<file path="src/rtl/cpu_pkg.sv">
// Shared definitions for the RISC control sequencer: state codes, opcodes, control vector.
// Build option CU_MULDIV_EN adds the mul/div instruction class.
package cpu_pkg;

   localparam int OP_W = 5;

   typedef logic [3:0] state_t;

   localparam state_t S_RESET = 4'd0;
   localparam state_t S_T0    = 4'd1;
   localparam state_t S_T1    = 4'd2;
   localparam state_t S_T2    = 4'd3;
   localparam state_t S_T3    = 4'd4;
   localparam state_t S_T4    = 4'd5;
   localparam state_t S_T5    = 4'd6;
   localparam state_t S_T6    = 4'd7;
   localparam state_t S_HALT  = 4'd8;

   localparam logic [OP_W-1:0] OP_ADD  = 5'b00011;
   localparam logic [OP_W-1:0] OP_SUB  = 5'b00100;
   localparam logic [OP_W-1:0] OP_AND  = 5'b00101;
   localparam logic [OP_W-1:0] OP_OR   = 5'b00110;
   localparam logic [OP_W-1:0] OP_SHR  = 5'b00111;
   localparam logic [OP_W-1:0] OP_SHL  = 5'b01000;
   localparam logic [OP_W-1:0] OP_ROR  = 5'b01001;
   localparam logic [OP_W-1:0] OP_ROL  = 5'b01010;
   localparam logic [OP_W-1:0] OP_MUL  = 5'b01111;
   localparam logic [OP_W-1:0] OP_DIV  = 5'b10000;
   localparam logic [OP_W-1:0] OP_NEG  = 5'b10001;
   localparam logic [OP_W-1:0] OP_NOT  = 5'b10010;
   localparam logic [OP_W-1:0] OP_NOP  = 5'b11010;
   localparam logic [OP_W-1:0] OP_HALT = 5'b11011;

   typedef enum logic [2:0] {
      CLS_NOP,
      CLS_ALU,
      CLS_UNARY,
      CLS_MULDIV,
      CLS_HALT
   } op_class_e;

   typedef struct packed {
      logic            PCout;
      logic            Zhighout;
      logic            Zlowout;
      logic            MDRout;
      logic            HIout;
      logic            LOout;
      logic            PCin;
      logic            MARin;
      logic            MDRin;
      logic            IRin;
      logic            Yin;
      logic            Zin;
      logic            HIin;
      logic            LOin;
      logic            IncPC;
      logic            Read;
      logic            Gra;
      logic            Grb;
      logic            Grc;
      logic            Rin;
      logic            Rout;
      logic [OP_W-1:0] opcode;
   } ctrl_t;

   // Unknown opcodes fall into CLS_NOP so they retire after T3.
   function automatic op_class_e op_class(input logic [OP_W-1:0] op);
      case (op)
         OP_ADD, OP_SUB, OP_AND, OP_OR,
         OP_SHR, OP_SHL, OP_ROR, OP_ROL: op_class = CLS_ALU;
         OP_NEG, OP_NOT:                 op_class = CLS_UNARY;
`ifdef CU_MULDIV_EN
         OP_MUL, OP_DIV:                 op_class = CLS_MULDIV;
         OP_NOP:                         op_class = CLS_NOP;
`else
         OP_MUL, OP_DIV, OP_NOP:         op_class = CLS_NOP;
`endif
         OP_HALT:                        op_class = CLS_HALT;
         default:                        op_class = CLS_NOP;
      endcase
   endfunction

endpackage

</file>
<file path="src/rtl/control_unit_if.sv">
// Control bus between the sequencer (master) and the datapath (slave).
interface control_unit_if #(
   parameter int WORD_W = 32,
   parameter int OP_W   = 5
);
   logic [WORD_W-1:0] IR;
   logic              Mem_ready;
   logic              Stop;
   logic              PCout, Zhighout, Zlowout, MDRout, HIout, LOout;
   logic              PCin, MARin, MDRin, IRin, Yin, Zin, HIin, LOin;
   logic              IncPC, Read;
   logic              Gra, Grb, Grc, Rin, Rout;
   logic [OP_W-1:0]   opcode;
   logic              Run;

   modport master (
      input  IR, Mem_ready, Stop,
      output PCout, Zhighout, Zlowout, MDRout, HIout, LOout,
             PCin, MARin, MDRin, IRin, Yin, Zin, HIin, LOin,
             IncPC, Read, Gra, Grb, Grc, Rin, Rout, opcode, Run
   );

   modport slave (
      output IR, Mem_ready, Stop,
      input  PCout, Zhighout, Zlowout, MDRout, HIout, LOout,
             PCin, MARin, MDRin, IRin, Yin, Zin, HIin, LOin,
             IncPC, Read, Gra, Grb, Grc, Rin, Rout, opcode, Run
   );
endinterface

</file>
<file path="src/rtl/cu_decode.sv">
// Combinational map from (state, T1 wait flag, latched opcode) to the control vector.
// Build option CU_MULDIV_EN adds the mul/div T3-T6 strobes.
module cu_decode
   import cpu_pkg::*;
(
   input  state_t          state_i,
   input  logic            t1_wait_i,
   input  logic [OP_W-1:0] op_i,
   output ctrl_t           ctrl_o
);

   op_class_e cls;

   always_comb begin
      cls    = op_class(op_i);
      ctrl_o = '0;
      case (state_i)
         S_T0: begin
            ctrl_o.PCout = 1'b1;
            ctrl_o.MARin = 1'b1;
            ctrl_o.IncPC = 1'b1;
            ctrl_o.Zin   = 1'b1;
         end
         S_T1: begin
            ctrl_o.Read  = 1'b1;
            ctrl_o.MDRin = 1'b1;
            // PC write-back happens once; wait cycles only re-strobe the read.
            if (!t1_wait_i) begin
               ctrl_o.Zlowout = 1'b1;
               ctrl_o.PCin    = 1'b1;
            end
         end
         S_T2: begin
            ctrl_o.MDRout = 1'b1;
            ctrl_o.IRin   = 1'b1;
         end
         S_T3: begin
            case (cls)
               CLS_ALU: begin
                  ctrl_o.Grb  = 1'b1;
                  ctrl_o.Rout = 1'b1;
                  ctrl_o.Yin  = 1'b1;
               end
               CLS_UNARY: begin
                  ctrl_o.Grb    = 1'b1;
                  ctrl_o.Rout   = 1'b1;
                  ctrl_o.opcode = op_i;
                  ctrl_o.Zin    = 1'b1;
               end
`ifdef CU_MULDIV_EN
               CLS_MULDIV: begin
                  ctrl_o.Gra  = 1'b1;
                  ctrl_o.Rout = 1'b1;
                  ctrl_o.Yin  = 1'b1;
               end
`endif
               default: ;
            endcase
         end
         S_T4: begin
            case (cls)
               CLS_ALU: begin
                  ctrl_o.Grc    = 1'b1;
                  ctrl_o.Rout   = 1'b1;
                  ctrl_o.opcode = op_i;
                  ctrl_o.Zin    = 1'b1;
               end
               CLS_UNARY: begin
                  ctrl_o.Zlowout = 1'b1;
                  ctrl_o.Gra     = 1'b1;
                  ctrl_o.Rin     = 1'b1;
               end
`ifdef CU_MULDIV_EN
               CLS_MULDIV: begin
                  ctrl_o.Grb    = 1'b1;
                  ctrl_o.Rout   = 1'b1;
                  ctrl_o.opcode = op_i;
                  ctrl_o.Zin    = 1'b1;
               end
`endif
               default: ;
            endcase
         end
         S_T5: begin
            if (cls == CLS_ALU) begin
               ctrl_o.Zlowout = 1'b1;
               ctrl_o.Gra     = 1'b1;
               ctrl_o.Rin     = 1'b1;
            end
`ifdef CU_MULDIV_EN
            if (cls == CLS_MULDIV) begin
               ctrl_o.Zlowout = 1'b1;
               ctrl_o.LOin    = 1'b1;
            end
`endif
         end
`ifdef CU_MULDIV_EN
         S_T6: begin
            ctrl_o.Zhighout = 1'b1;
            ctrl_o.HIin     = 1'b1;
         end
`endif
         default: ;
      endcase
   end

endmodule

</file>
<file path="src/rtl/control_unit.sv">
// Hardwired fetch/execute sequencer: state register, latched opcode, registered control outputs.
// Build option CU_MULDIV_EN enables mul/div (T6, HIin, LOin).
module control_unit #(
   parameter int WORD_W = 32,
   parameter int OP_W   = 5
) (
   input logic            Clock,
   input logic            clear,
   control_unit_if.master bus
);

   cpu_pkg::state_t    state_q, state_d;
   logic [OP_W-1:0]    op_q, op_d;
   logic               t1_wait_q, t1_wait_d;
   cpu_pkg::ctrl_t     ctrl_q, ctrl_d;
   logic               run_q, run_d;
   cpu_pkg::op_class_e cls;
   logic               instr_done;

   always_comb begin
      cls        = cpu_pkg::op_class(op_q);
      state_d    = state_q;
      op_d       = op_q;
      t1_wait_d  = 1'b0;
      instr_done = 1'b0;
      case (state_q)
         cpu_pkg::S_RESET: state_d = cpu_pkg::S_T0;
         cpu_pkg::S_T0:    state_d = cpu_pkg::S_T1;
         cpu_pkg::S_T1: begin
            if (bus.Mem_ready) begin
               state_d = cpu_pkg::S_T2;
            end else begin
               t1_wait_d = 1'b1;
            end
         end
         cpu_pkg::S_T2: begin
            state_d = cpu_pkg::S_T3;
            op_d    = bus.IR[WORD_W-1 -: OP_W];
         end
         cpu_pkg::S_T3: begin
            case (cls)
               cpu_pkg::CLS_ALU,
               cpu_pkg::CLS_UNARY,
               cpu_pkg::CLS_MULDIV: state_d = cpu_pkg::S_T4;
               cpu_pkg::CLS_HALT:   state_d = cpu_pkg::S_HALT;
               default:             instr_done = 1'b1;
            endcase
         end
         cpu_pkg::S_T4: begin
            if (cls == cpu_pkg::CLS_ALU || cls == cpu_pkg::CLS_MULDIV) begin
               state_d = cpu_pkg::S_T5;
            end else begin
               instr_done = 1'b1;
            end
         end
         cpu_pkg::S_T5: begin
`ifdef CU_MULDIV_EN
            if (cls == cpu_pkg::CLS_MULDIV) begin
               state_d = cpu_pkg::S_T6;
            end else begin
               instr_done = 1'b1;
            end
`else
            instr_done = 1'b1;
`endif
         end
         cpu_pkg::S_T6:   instr_done = 1'b1;
         cpu_pkg::S_HALT: state_d = cpu_pkg::S_HALT;
         default:         state_d = cpu_pkg::S_RESET;
      endcase
      // Stop is honoured only when the instruction retires.
      if (instr_done) begin
         state_d = bus.Stop ? cpu_pkg::S_HALT : cpu_pkg::S_T0;
      end
      run_d = (state_d != cpu_pkg::S_RESET) && (state_d != cpu_pkg::S_HALT);
   end

   // Decoding the next state lets the output register line up with state_q.
   cu_decode u_decode (
      .state_i   (state_d),
      .t1_wait_i (t1_wait_d),
      .op_i      (op_d),
      .ctrl_o    (ctrl_d)
   );

   always_ff @(posedge Clock) begin
      if (!clear) begin
         state_q   <= cpu_pkg::S_RESET;
         op_q      <= '0;
         t1_wait_q <= 1'b0;
         ctrl_q    <= '0;
         run_q     <= 1'b0;
      end else begin
         state_q   <= state_d;
         op_q      <= op_d;
         t1_wait_q <= t1_wait_d;
         ctrl_q    <= ctrl_d;
         run_q     <= run_d;
      end
   end

   assign bus.PCout    = ctrl_q.PCout;
   assign bus.Zhighout = ctrl_q.Zhighout;
   assign bus.Zlowout  = ctrl_q.Zlowout;
   assign bus.MDRout   = ctrl_q.MDRout;
   assign bus.HIout    = ctrl_q.HIout;
   assign bus.LOout    = ctrl_q.LOout;
   assign bus.PCin     = ctrl_q.PCin;
   assign bus.MARin    = ctrl_q.MARin;
   assign bus.MDRin    = ctrl_q.MDRin;
   assign bus.IRin     = ctrl_q.IRin;
   assign bus.Yin      = ctrl_q.Yin;
   assign bus.Zin      = ctrl_q.Zin;
   assign bus.IncPC    = ctrl_q.IncPC;
   assign bus.Read     = ctrl_q.Read;
   assign bus.Gra      = ctrl_q.Gra;
   assign bus.Grb      = ctrl_q.Grb;
   assign bus.Grc      = ctrl_q.Grc;
   assign bus.Rin      = ctrl_q.Rin;
   assign bus.Rout     = ctrl_q.Rout;
   assign bus.opcode   = ctrl_q.opcode;
   assign bus.Run      = run_q;

   logic unused_bits;
`ifdef CU_MULDIV_EN
   assign bus.HIin  = ctrl_q.HIin;
   assign bus.LOin  = ctrl_q.LOin;
   assign unused_bits = ^{bus.IR[WORD_W-OP_W-1:0], t1_wait_q};
`else
   assign bus.HIin  = 1'b0;
   assign bus.LOin  = 1'b0;
   assign unused_bits = ^{bus.IR[WORD_W-OP_W-1:0], t1_wait_q, ctrl_q.HIin, ctrl_q.LOin};
`endif

endmodule

</file>
<file path="src/flat_wrapper.sv">
// flat-port wrapper written by rule: the top's interface ports become plain ports
module control_unit_flat 
#(
   parameter int WORD_W = 32,
   parameter int OP_W   = 5
)
  (Clock, clear, bus_IR, bus_Mem_ready, bus_Stop, bus_PCout, bus_Zhighout, bus_Zlowout, bus_MDRout, bus_HIout, bus_LOout, bus_PCin, bus_MARin, bus_MDRin, bus_IRin, bus_Yin, bus_Zin, bus_HIin, bus_LOin, bus_IncPC, bus_Read, bus_Gra, bus_Grb, bus_Grc, bus_Rin, bus_Rout, bus_opcode, bus_Run);
  control_unit_if #(.WORD_W(WORD_W), .OP_W(OP_W)) bus_i ();
  input logic Clock;
  input logic clear;
  input wire logic [$bits(bus_i.IR)-1:0] bus_IR;
  input wire logic [$bits(bus_i.Mem_ready)-1:0] bus_Mem_ready;
  input wire logic [$bits(bus_i.Stop)-1:0] bus_Stop;
  output wire logic [$bits(bus_i.PCout)-1:0] bus_PCout;
  output wire logic [$bits(bus_i.Zhighout)-1:0] bus_Zhighout;
  output wire logic [$bits(bus_i.Zlowout)-1:0] bus_Zlowout;
  output wire logic [$bits(bus_i.MDRout)-1:0] bus_MDRout;
  output wire logic [$bits(bus_i.HIout)-1:0] bus_HIout;
  output wire logic [$bits(bus_i.LOout)-1:0] bus_LOout;
  output wire logic [$bits(bus_i.PCin)-1:0] bus_PCin;
  output wire logic [$bits(bus_i.MARin)-1:0] bus_MARin;
  output wire logic [$bits(bus_i.MDRin)-1:0] bus_MDRin;
  output wire logic [$bits(bus_i.IRin)-1:0] bus_IRin;
  output wire logic [$bits(bus_i.Yin)-1:0] bus_Yin;
  output wire logic [$bits(bus_i.Zin)-1:0] bus_Zin;
  output wire logic [$bits(bus_i.HIin)-1:0] bus_HIin;
  output wire logic [$bits(bus_i.LOin)-1:0] bus_LOin;
  output wire logic [$bits(bus_i.IncPC)-1:0] bus_IncPC;
  output wire logic [$bits(bus_i.Read)-1:0] bus_Read;
  output wire logic [$bits(bus_i.Gra)-1:0] bus_Gra;
  output wire logic [$bits(bus_i.Grb)-1:0] bus_Grb;
  output wire logic [$bits(bus_i.Grc)-1:0] bus_Grc;
  output wire logic [$bits(bus_i.Rin)-1:0] bus_Rin;
  output wire logic [$bits(bus_i.Rout)-1:0] bus_Rout;
  output wire logic [$bits(bus_i.opcode)-1:0] bus_opcode;
  output wire logic [$bits(bus_i.Run)-1:0] bus_Run;
  assign bus_i.IR = bus_IR;
  assign bus_i.Mem_ready = bus_Mem_ready;
  assign bus_i.Stop = bus_Stop;
  assign bus_PCout = bus_i.PCout;
  assign bus_Zhighout = bus_i.Zhighout;
  assign bus_Zlowout = bus_i.Zlowout;
  assign bus_MDRout = bus_i.MDRout;
  assign bus_HIout = bus_i.HIout;
  assign bus_LOout = bus_i.LOout;
  assign bus_PCin = bus_i.PCin;
  assign bus_MARin = bus_i.MARin;
  assign bus_MDRin = bus_i.MDRin;
  assign bus_IRin = bus_i.IRin;
  assign bus_Yin = bus_i.Yin;
  assign bus_Zin = bus_i.Zin;
  assign bus_HIin = bus_i.HIin;
  assign bus_LOin = bus_i.LOin;
  assign bus_IncPC = bus_i.IncPC;
  assign bus_Read = bus_i.Read;
  assign bus_Gra = bus_i.Gra;
  assign bus_Grb = bus_i.Grb;
  assign bus_Grc = bus_i.Grc;
  assign bus_Rin = bus_i.Rin;
  assign bus_Rout = bus_i.Rout;
  assign bus_opcode = bus_i.opcode;
  assign bus_Run = bus_i.Run;
  control_unit #(.WORD_W(WORD_W), .OP_W(OP_W)) u_core (.Clock(Clock), .clear(clear), .bus(bus_i));
endmodule
</file>
<file path="config.mk">
export PLATFORM = sky130hd
export DESIGN_NAME = control_unit_flat
export DESIGN_NICKNAME = d
export VERILOG_FILES = /design/src/rtl/cpu_pkg.sv /design/src/rtl/control_unit_if.sv /design/src/rtl/cu_decode.sv /design/src/rtl/control_unit.sv /design/src/flat_wrapper.sv
export SDC_FILE = /design/constraint.sdc
export NUM_CORES = 1
export LEC_CHECK = 0
export CAP_MARGIN = 20
export CORE_MARGIN = 2
export CORE_UTILIZATION = 43
export CTS_CLUSTER_SIZE = 16
export DETAILED_ROUTE_END_ITERATION = 7
export PLACE_DENSITY = 0.79
export RECOVER_POWER = 25
export SLEW_MARGIN = 10
export SYNTH_ARGS = -nofsm -noshare
export SYNTH_HDL_FRONTEND = slang
export SYNTH_SLANG_ARGS = --single-unit
</file>
<file path="constraint.sdc">
create_clock -name Clock -period 2.45 [get_ports Clock]
set_input_delay 0.245 -clock Clock [delete_from_list [all_inputs] [get_ports Clock]]
set_output_delay 0.245 -clock Clock [all_outputs]
set_load 0.02 [all_outputs]
</file>
---- Yosys cells after proc, flatten, opt, wreduce, memory -nomap -nowiden ----
Memory sizes are Yosys's and may differ from the RTL's. A register that Yosys moved wholly into a read port is not among the register bits.
Cells that the tools add are included.
storage, ports and cells
  register bits ........................... 26
  ROM bits ................................ 192
  input port bits ......................... 36
  word-level logic and storage cells ...... 75
  memories kept ........................... 2
memory list
  memory           depth  width  read ports  clocked after Yosys merged registers in  wr ports  line           source
  (no name shown)  32     3      1           1                                        0         cpu_pkg.sv:69  case (op)
  (no name shown)  32     3      1           0                                        0         cpu_pkg.sv:69
cells by class
  equality and inequality tests ........... 21
  mux-type cells .......................... 26
  reduce and logical (&&, ||, !) cells .... 11
operators by type and width
  cell                                                             count
  4-bit case mux with 8 select lines                               1
  4-bit by 3-bit == test with 1-bit output, second input constant  7
  4-bit by 2-bit == test with 1-bit output, second input constant  4
  4-bit 2-to-1 mux                                                 4
  5-bit 2-to-1 mux                                                 3
  6-bit case mux with 2 select lines                               1
  1-bit 2-to-1 mux                                                 11
  3-bit by 2-bit == test with 1-bit output, second input constant  3
  1-bit case mux with 3 select lines                               3
  4-bit by 1-bit == test with 1-bit output, second input constant  2
  4-bit case mux with 2 select lines                               1
  3-bit by 1-bit == test with 1-bit output, second input constant  2
  6-bit 2-to-1 mux                                                 1
  2-bit AND reduction                                              3
  4-bit == test, second input constant                             1
  4-bit zero test                                                  1
  4-bit != test, second input constant                             1
  4-bit nonzero test                                               1
  2-bit OR reduction                                               2
  4-bit OR reduction                                               1
  3-bit == test, second input constant                             1
  3-bit OR reduction                                               1
  1-bit case mux with 2 select lines                               1
  1-bit logical AND                                                1
  1-bit logical OR                                                 1

---- Longest topological paths before layout ----
Gate-level depths: netlist (run 1).
  depth in word-level cells ............... 7
  gate-level depth with buffers ........... 12

---- By module ----
Synthesis (run 1) repeated with hierarchy kept, for this count alone.
unflattened totals
  cells, all modules ...................... 190
  area, all modules ....................... 1794.2 um2
by module, submodules not included
  module        times used  cells each  area an instance (um2)  seq. area each (um2)
  control_unit  1           142         1432.6                  740.7
  cu_decode     1           48          361.6                   0.0

---- Worst setup path after synthesis (run 1) ----
Ideal clock, no wire load.
  path kind ............................... register to register
  start ................................... reg u_core.state_q[0]
  end ..................................... reg u_core.ctrl_q (netlist bit u_core.bus.Zlowout)
  setup time .............................. 0.057 ns
  arrival ................................. 2.200 ns
  required time ........................... 2.393 ns
  path slack .............................. 0.193 ns
  cell stages (with the launch flop) ...... 13
  path buffers ............................ 2
  cell sequence ........................... dfxtp_1 buf_6 and4bb_1 buf_6 mux2i_1 inv_1 ha_1 nor2_1 mux2i_1 xor2_1 or2_4 a211oi_2 a21o_1
between the ends
  cells in the longest elaborated chain, start to end .. 6
ends and longest elaborated chain
  element                                                                                               line                              source
  from (decl)                                                                                           control_unit.sv:12                cpu_pkg::state_t state_q, state_d;
  from (signal assigned)                                                                                control_unit.sv:88                state_q <= cpu_pkg::S_RESET;
  from (signal assigned)                                                                                control_unit.sv:94                state_q <= state_d;
  4-bit by 2-bit == test with 1-bit output *                                                            control_unit.sv:26                case (state_q)
  5-bit 2-to-1 mux *                                                                                    control_unit.sv:26
  net u_core.op_d[0]                                                                                    control_unit.sv:13                logic [OP_W-1:0] op_q, op_d;
  memory read 32 x 3 bit *                                                                              --
  3-bit by 1-bit == test with 1-bit output or 3-bit by 2-bit == test with 1-bit output (tied branches)  cu_decode.sv:85, cu_decode.sv:61
  1-bit 2-to-1 mux (on tied branches)                                                                   cu_decode.sv:85, cu_decode.sv:61
  1-bit case mux with 3 select lines *                                                                  cu_decode.sv:17                   case (state_i)
  to (signal assigned)                                                                                  control_unit.sv:97                ctrl_q <= ctrl_d;
  to (decl)                                                                                             control_unit.sv:15                cpu_pkg::ctrl_t ctrl_q, ctrl_d;
The timed path passes the listed nets; every way through them passes the cells marked *.
A chain may end at the register's enable or synchronous reset.

---- Worst setup path in the final report (run 1) ----
  start ................................... reg u_core.state_q[2]
  end ..................................... reg u_core.ctrl_q (netlist bit u_core.bus.Zlowout)
The elaborated chain is that of the path after synthesis.

==> impl_metrics.csv, run 1 <==
group,metric,value,unit
floorplanning,die_w,64.58,um
global_route,grt_max_degree,15,
synthesis,synth_ff_type,"dfxtp_1",
power,switchingPower,0.5428,mW
synthesis,ys_ff_latch,29,
global_route,antenna_found_initial,0,
cells_and_area,fill_cells,318,
global_route,track_usage,17.02,%
critical_path,critPathCaptureType,"flip-flop",
timing,setup-tns-final,0,ns
timing,rsz0062_at_grt,"no",
cells_and_area,fin_nets,237,
floorplanning,fp.coreArea,3606,um^2
power,power,1.637,mW
clocking,postCtsResizedCells,0,
synthesis,synth_area_per_cell,9.562,um^2
cells_and_area,area.growth.synth_to_final,25.69,%
power,switching_share,33.16,%
hold_path,hp-class,"flip-flop to flip-flop",
global_route,grt_pass1_wl,5.451,mm
clocking,htree_levels,2,
clocking,cts_setup_buffers,0,
timing,finClkSkew,0.004978,ns
cells_and_area,seqCellArea,580.6,um^2
placement,dp_slack,0.1910,ns
timing,finalSetupViolations,0,
drt,wl,3.146,mm
drt,drt_iter0_drc,61,
synthesis,synth_area,1578,um^2
timing,worst_slack,0.1766,ns
floorplanning,ioPinCount,63,
synthesis,synthCells,165,
drt,route.detailed.drc,0,
clocking,numCtsBuffers,5,
critical_path,cp_data_arrival_time,2.51,ns
power,p_int,1.094,mW
job,maxCapViolations,0,
timing,tightest_slew,0.5129,ns
critical_path,reg2reg_from,"u_core.state_q[2]",
timing,min_period,2.273,ns
power,power_frac_comb,35.2,%
floorplanning,die_h,64.58,um
power,p_per_area,825.5,nW/um^2
timing,max_freq,0.4399,GHz
power,vdd_drop_max,0.5460,mV
cells_and_area,layout_common_cells,"dfxtp_1, nor2_1, clkdlybuf4s50_1",
clocking,root_buffer,"clkbuf_8",
floorplanning,rows,22,
cells_and_area,antennaDiodeCount,0,
clocking,clk_path_buf_depth,2,
synthesis,seq_area_frac_synth,36.80,%
timing,finalMaxSlewViolations,0,
cells_and_area,multiInputGateArea,832.0,um^2
clocking,clock_latency,0.28,ns
hold_path,hold_path.startpoint,"u_core.op_q[0]",
drt,drt-pass1-iter-count,4,
power,pwr-share-clk,31.5,%
placement,hpwl,2.367,mm
floorplanning,die-area,4170,um^2
placement,dpl_cell_area,1874,um^2
cells_and_area,finish.instance_area,1983,um^2
clocking,path_clk_slew,0.06,ns
timing,hold_viol,0,
synthesis,synth_edf_count,0,
placement,place.gp.congestion,0.8245,
cells_and_area,final_common_cell,"dfxtp_1",
clocking,cts_tree,"built",
drt,viasPerCell,5.105,
critical_path,critPathKind,"flip-flop to flip-flop",
critical_path,path_max_fanout,5,
floorplanning,initial_core_util,43.75,%
power,pwr-share-seq,33.3,%
timing,relSlewSlack,65.66,%
drt,wire_per_inst,12.74,um
run_status,outcome,"complete, no violations",
critical_path,worstPathRequired,2.68,ns
timing,min_period_over_period,92.79,%
critical_path,worst_setup_path_start_kind,"flip-flop",
placement,io_buffers,30,
drt,postRouteAntennaNets,0,
global_route,grt_pass1_vias,1250,
synthesis,synthArstFlopShare,0,%
synthesis,yosys_warnings,0,
clocking,clkSinkCount,29,
power,p_leak,0.8225,nW
cells_and_area,drive_above_1_share,17.59,%
synthesis,synth.distinct_cells,49,
drt,vias,1261,
clocking,cts_hold_buf,0,
global_route,grt_overflow,0,
critical_path,critPathLaunch,"u_core.state_q[2]",
flip-flops by register name, indices dropped and copies added, names as in the netlist, 3 cells and up:
signal,cells
u_core.state_q,4
u_core.op_q,5
u_core.cls,3
u_core.bus.opcode,5
logic make-up (layout without fill, tap and decap cells):
logic type / Yosys count / count (layout) / share of synthesized area, %
xor gates and xnor gates: 2 / 2 / 1.110
adders and majority gates: 3 / 3 / 2.379
muxes: 7 / 7 / 5.392
AOI/OAI and AO/OA: 29 / 29 / 14.36
and+or+nand+nor: 69 / 69 / 28.31
other: 1 / 5 / 0.2377
DFF: 29 / 29 / 36.80
buffers and inverters: 25 / 55 / 11.42
worst max-delay path, cell delays in order (launching register included):
cell and delay (ns):
dfxtp_1 0.31, and4bb_1 0.39, mux2i_1 0.26, inv_1 0.07, ha_1 0.22, nor2_1 0.09
mux2i_1 0.11, xor2_1 0.17, or2_4 0.27, a211oi_2 0.21, a21o_1 0.13
per-stage QoR:
step / hold slack, ns / util (%) / cells
2_1_floorplan: 0.4530 / - / 169
3_3_place_gp: 0.5989 / 51.98 / 239
3_5_place_dp: 0.6233 / 51.98 / 239
4_1_cts: 0.6345 / 55.20 / 247
5_1_grt: 0.6729 / 55.00 / 247
6_report: 0.6272 / 55.00 / 247
worst paths after layout:
kind / endpoint / slack (ns) / cells past startpoint
min: u_core.op_q[0] / 0.63 / 3
min reg2reg: u_core.op_q[0] / 0.63 / 3
max reg2reg: u_core.bus.Zlowout / 0.18 / 10
max: u_core.bus.Zlowout / 0.18 / 10
cell type report:
| cell class | instances | share of cell area (%) |
|---|---|---|
| inverter | 7 | 1.325 |
| clock inverter | 1 | 1.514 |
| timing repair buffer | 40 | 18.55 |
| tap | 48 | 3.028 |
| multi-input combinational | 115 | 41.96 |
| sequential | 29 | 29.27 |
| clock buffer | 7 | 4.353 |
Yosys cell counts, drive strengths merged, types with 2 or more instances:
| master | count | area, um^2 |
|---|---|---|
| a211oi | 2 | 25.02 |
| a21oi | 12 | 60.06 |
| and2 | 5 | 31.28 |
| and3 | 5 | 31.28 |
| buf | 16 | 136.4 |
| clkbuf | 2 | 17.51 |
| dfxtp | 29 | 580.6 |
| ha | 3 | 37.54 |
| inv | 7 | 26.28 |
| mux2 | 2 | 22.52 |
| mux2i | 5 | 62.56 |
| nand2 | 4 | 15.01 |
| nand2b | 4 | 32.53 |
| nand3 | 3 | 25.02 |
| nor2 | 23 | 93.84 |
| nor3 | 12 | 60.06 |
| nor4b | 2 | 47.55 |
| o21ai | 3 | 15.01 |
| o32ai | 3 | 33.79 |
| or2b | 3 | 26.28 |
| or4b | 2 | 23.77 |
layer usage:
layer  vias to the layer above  part of all wire (%)  track usage, %
met2                        34                    53           28.52
met5                         -                     0               0
li1                        626                     -               -
met1                       590                    40           19.72
met4                         0                   2.7           7.713
met3                        11                   4.6           5.556
power by group through the flow:
stage / combinational, mW / sequential, mW / clock [mW]
2_1_floorplan: 0.411 / 0.594 / 0
3_3_place_gp: 0.574 / 0.553 / 0
3_5_place_dp: 0.586 / 0.557 / 0
4_1_cts: 0.590 / 0.547 / 0.519
5_1_grt: 0.636 / 0.548 / 0.546
6_report: 0.576 / 0.545 / 0.516
Note: power is estimated with default switching activity, not from simulation.
==> run 2: changes to the inputs <==
--- a/config.mk
+++ b/config.mk
@@ -7,7 +7,7 @@
 export LEC_CHECK = 0
 export CAP_MARGIN = 20
 export CORE_MARGIN = 2
-export CORE_UTILIZATION = 43
+export CORE_UTILIZATION = 45
 export CTS_CLUSTER_SIZE = 16
 export DETAILED_ROUTE_END_ITERATION = 7
 export PLACE_DENSITY = 0.79
@@ -15,4 +15,5 @@
 export SLEW_MARGIN = 10
 export SYNTH_ARGS = -nofsm -noshare
 export SYNTH_HDL_FRONTEND = slang
+export SYNTH_HIERARCHICAL = 1
 export SYNTH_SLANG_ARGS = --single-unit
==> run 2 against run 1 <==
  * Combinational power rose by 47%
  * First-iteration DRC count decreased by 15%
  * Maximum frequency down 6.5%
  * Global-route usage down 0.14 points
  * Worst hold slack got worse by 0.091 ns
  * Sequential power rose by 30%
  * Sequential share of layout area increased by 1.6 points
  * Flip-flop and latch count up 8
  * Register-to-register slack worse by 0.16 ns
  * Clock power grew 4.7%
  * Area after synthesis increased by 13%
  * Non-clock buffer count grew 18
  * Largest power group unchanged
==> impl_metrics.csv, run 2 <==
group,metric,value,unit
power,p_leak,0.9898,nW
drt,route.detailed.drc,0,
global_route,track_usage,16.87,%
clocking,numCtsBuffers,5,
critical_path,rrSetupSlack,0.02,ns
timing,hold_viol,0,
timing,max_freq,0.4111,GHz
clocking,clk_path_buf_depth,2,
timing,finalSetupViolations,0,
global_route,grt_pass1_vias,1298,
global_route,grt_max_degree,22,
timing,rsz0062_at_grt,"yes",
global_route,antenna_found_initial,0,
floorplanning,initial_core_util,47.53,%
cells_and_area,finish.instance_area,2419,um^2
critical_path,worstPathRequired,2.69,ns
critical_path,path_max_fanout,4,
floorplanning,die_w,66.88,um
global_route,grt_pass1_wl,5.561,mm
critical_path,cp_data_arrival_time,2.67,ns
clocking,htree_levels,2,
drt,viasPerCell,4.983,
floorplanning,rows,22,
critical_path,critPathCaptureType,"flip-flop",
cells_and_area,drive_above_1_share,26.05,%
job,maxCapViolations,0,
clocking,clock_latency,0.29,ns
drt,drt-pass1-iter-count,4,
timing,finalMaxSlewViolations,0,
critical_path,worst_setup_path_start_kind,"flip-flop",
placement,dpl_cell_area,2200,um^2
cells_and_area,antennaDiodeCount,0,
timing,finClkSkew,0.004781,ns
floorplanning,die_h,66.88,um
floorplanning,die-area,4473,um^2
cells_and_area,fin_nets,276,
critical_path,critPathKind,"flip-flop to flip-flop",
timing,tightest_slew,0.5411,ns
cells_and_area,fill_cells,333,
placement,place.gp.congestion,0.8509,
synthesis,synth_area_per_cell,9.464,um^2
drt,wire_per_inst,12.10,um
timing,setup-tns-final,0,ns
timing,relSlewSlack,63.79,%
synthesis,synth_area,1779,um^2
placement,hpwl,2.433,mm
clocking,cts_hold_buf,0,
power,vdd_drop_max,0.4055,mV
cells_and_area,area.growth.synth_to_final,35.94,%
synthesis,synthCells,188,
global_route,grt_overflow,0,
drt,wl,3.460,mm
drt,vias,1425,
timing,min_period_over_period,99.28,%
drt,postRouteAntennaNets,0,
hold_path,hp-class,"flip-flop to flip-flop",
synthesis,yosys_warnings,6,
placement,io_buffers,33,
power,p_per_area,867.6,nW/um^2
clocking,cts_tree,"built",
cells_and_area,layout_common_cells,"and2_1, dfxtp_1, buf_4",
timing,min_period,2.432,ns
clocking,path_clk_slew,0.07,ns
drt,drt_iter0_drc,52,
run_status,outcome,"complete, no violations",
floorplanning,fp.coreArea,3744,um^2
clocking,clkSinkCount,37,
clocking,root_buffer,"clkbuf_8",
floorplanning,ioPinCount,63,
[run 2: cell count changes in the layout (fill, tap and decap cells not counted), moves of 4 or more]
cell,delta
buf_4,+17
and2_1,+30
nand2_1,+4
nor3_1,-9
nor2_1,-11
dfxtp_1,+6
[run 2: where the power goes]
part           switching (mW)  leakage [nW]  internal, mW
registers              0.0250         0.303         0.686
logic                   0.407         0.630         0.441
clock network           0.209        0.0574         0.331
[run 2: final timing paths]
path,cells past startpoint,to,start
setup / recovery,9,u_core/bus.Zin,u_core/cls[0]
hold / removal,2,u_core/op_q[2],u_core/op_q[2]
setup reg to reg,9,u_core/bus.Zin,u_core/cls[0]
hold reg to reg,2,u_core/op_q[2],u_core/op_q[2]
[run 2: cell type report]
class | instances | area, um^2 | area share (%)
sequential | 37 | 745.7 | 30.83
timing repair buffer | 58 | 518.0 | 21.42
tap | 48 | 60.06 | 2.483
clock inverter | 2 | 37.54 | 1.552
clock buffer | 6 | 82.58 | 3.414
multi-input combinational | 131 | 959.7 | 39.68
inverter | 4 | 15.01 | 0.6208
[run 2: repair_timing]
action	CTS	global route
pin swaps	0	6
gates resized for setup	4	11
setup endpoints to repair	3	18
setup buffers	0	5
[run 2: per-layer routing]
| metal | track usage [%] | wire (um) |
|---|---|---|
| met1 | 20.31 | 1599 |
| met2 | 27.75 | 1674 |
| met3 | 4.730 | 136 |
| met4 | 7.653 | 49 |
| met5 | 0 | 0 |
[run 2: stage by stage]
stage,hold WS (ns),util (%),instances,total power [mW],worst slack (ns)
after global placement,0.4859,58.76,273,1.493,-0.004847
after global routing,0.5539,64.61,286,2.218,-0.1159
after floorplan,0.4080,-,191,1.256,0.03188
after detailed placement,0.4960,58.76,273,1.505,-0.02105
final,0.5364,64.61,286,2.098,0.01753
after CTS,0.5434,62.70,281,2.065,0.004650
[run 2: worst max-delay path, cell delays in order (launching register included)]
cell       delay (ns)
dfxtp_4          0.35
or3b_4           0.42
a2111oi_4        0.38
nor4_2           0.11
buf_4            0.16
nor3_4           0.11
or4b_4           0.52
nor2_4           0.12
a311o_2          0.10
and2_1           0.11
==> run 3: changes to the inputs <==
--- a/config.mk
+++ b/config.mk
@@ -10,7 +10,7 @@
 export CORE_UTILIZATION = 45
 export CTS_CLUSTER_SIZE = 16
 export DETAILED_ROUTE_END_ITERATION = 7
-export PLACE_DENSITY = 0.79
+export PLACE_DENSITY_LB_ADDON = 0.15
 export RECOVER_POWER = 25
 export SLEW_MARGIN = 10
 export SYNTH_ARGS = -nofsm -noshare
==> run 3 against run 2 <==
  * Combinational power decreased by 6.2%
  * Clock skew increased by 0.0010 ns
  * Global-route usage increased by 0.10 points
  * Flip-flop and latch count unchanged
  * Wire length increased by 5.4%
  * Setup slack improved by 0.059 ns
  * Clock power decreased by 19%
  * First-iteration DRC count increased by 85%
  * Utilization decreased by 2.4 points
  * Non-clock buffer count decreased by 7
  * Die area unchanged
  * Critical path type unchanged
  * Largest power group unchanged
  * Highest routed layer unchanged
==> impl_metrics.csv, run 3 (synthesized netlist as in run 2, its figures left out) <==
group,metric,value,unit
floorplanning,initial_core_util,47.53,%
drt,viasPerCell,5.032,
cells_and_area,fin_nets,269,
clocking,path_clk_slew,0.07,ns
critical_path,cp_data_arrival_time,2.56,ns
global_route,antenna_found_initial,0,
drt,drt-pass1-iter-count,4,
run_status,outcome,"complete, no violations",
global_route,grt_pass1_vias,1343,
floorplanning,die_h,66.88,um
timing,setup-tns-final,0,ns
placement,dp_slack,-0.03251,ns
drt,drt_iter0_drc,96,
clocking,numCtsBuffers,5,
drt,top_layer_used,"met4",
placement,dpl_cell_area,2140,um^2
timing,max_freq,0.4213,GHz
critical_path,r2r_cells,9,
timing,rsz0062_at_grt,"yes",
hold_path,hp-class,"flip-flop to flip-flop",
cells_and_area,fill_cells,348,
global_route,grt_overflow,0,
timing,finalMaxSlewViolations,0,
critical_path,critPathCaptureType,"flip-flop",
drt,wl,3.648,mm
clocking,cts_tree,"built",
placement,place.gp.congestion,0.8648,
critical_path,worstPathRequired,2.63,ns
cells_and_area,drive_above_1_share,22.94,%
cells_and_area,multiInputGateArea,948.4,um^2
global_route,grt_max_degree,24,
floorplanning,fp.coreArea,3744,um^2
clocking,clock_latency,0.29,ns
critical_path,critPathLaunch,"u_core/cls[1]",
power,p_leak,0.9480,nW
clocking,clk_path_buf_depth,2,
clocking,cts_hold_buf,0,
hold_path,hold_path.startpoint,"u_core/op_q[2]",
critical_path,worst_setup_path_start_kind,"flip-flop",
timing,worst_slack,0.07623,ns
clocking,clkSinkCount,37,
drt,vias,1404,
floorplanning,rows,22,
critical_path,rrSetupSlack,0.08,ns
placement,hpwl,2.559,mm
timing,min_period_over_period,96.89,%
critical_path,reg2reg_from,"u_core/cls[1]",
global_route,grt_pass1_wl,5.796,mm
critical_path,critPathKind,"flip-flop to flip-flop",
cells_and_area,layout_common_cells,"and2_1, dfxtp_1, clkdlybuf4s50_1",
clocking,root_buffer,"clkbuf_8",
cells_and_area,final_common_cell,"and2_1",
cells_and_area,area.growth.synth_to_final,30.94,%
floorplanning,die_w,66.88,um
job,maxCapViolations,0,
floorplanning,die-area,4473,um^2
clocking,htree_levels,2,
floorplanning,ioPinCount,63,
cells_and_area,seqCellArea,744.5,um^2
power,power,1.945,mW
power,vdd_drop_max,0.3198,mV
drt,dr_wl_met2,1.801,mm
drt,met3_wirelength,175,um
placement,io_buffers,33,
cells_and_area,antennaDiodeCount,0,
drt,wire_per_inst,13.08,um
cells_and_area,finish.instance_area,2330,um^2
timing,finClkSkew,0.005781,ns
global_route,track_usage,16.97,%
drt,postRouteAntennaNets,0,
timing,hold_viol,0,
drt,wl_met1,1.618,mm
timing,finalSetupViolations,0,
drt,route.detailed.drc,0,
critical_path,cp-endpoint,"u_core/bus.Zin",
power,p_per_area,835.0,nW/um^2
critical_path,path_max_fanout,7,
critical_path,reg2reg_to,"u_core/bus.Zin",
timing,min_period,2.374,ns
==> run 3: worst min path at each step <==
stage | cells after the start | end
6_report | 2 | u_core/op_q[2]
4_1_cts | 2 | u_core/op_q[2]
2_1_floorplan | 2 | u_core/op_q[2]
3_3_place_gp | 2 | u_core/op_q[2]
5_1_grt | 2 | u_core/op_q[2]
3_5_place_dp | 2 | u_core/op_q[2]
==> run 3: cell type report <==
| type | count | share of cell area, % |
|---|---|---|
| tap | 48 | 2.578 |
| timing repair buffer | 51 | 19.98 |
| clock buffer | 6 | 3.545 |
| sequential | 37 | 31.95 |
| inverter | 4 | 0.6445 |
| clock inverter | 2 | 0.5908 |
| multi-input combinational | 131 | 40.71 |
==> run 3: stage by stage <==
step	utilization (%)	cells	hold slack (ns)
2_1_floorplan	-	191	0.4080
3_3_place_gp	57.15	265	0.4931
3_5_place_dp	57.15	265	0.5037
4_1_cts	60.66	276	0.5202
5_1_grt	62.23	279	0.5529
6_report	62.23	279	0.5248
==> run 3: timing repair <==
item                       CTS  global route
setup endpoints to repair    3            16
gates resized for setup      2             9
buffers inserted             3             3
==> run 3: where the power goes <==
part           total [mW]  switching, mW  internal [mW]
registers           0.714         0.0282          0.685
logic               0.795          0.395          0.400
clock network       0.437          0.209          0.228
==> run 3: critical path, stage by stage (launching register included) <==
cell and delay [ns]:
dfxtp_2 0.35, or3b_4 0.43, a2111oi_4 0.33, nor4_2 0.11, nor2_1 0.14, a21o_1 0.24
or4b_4 0.20, nor2_4 0.03, a311o_2 0.29, and2_1 0.15
==> run 3: routing by layer <==
layer / vias up / track usage [%]
li1: 709 / -
met1: 653 / 19.69
met3: 7 / 3.885
met2: 35 / 30.00
met5: - / 0
met4: 0 / 6.633
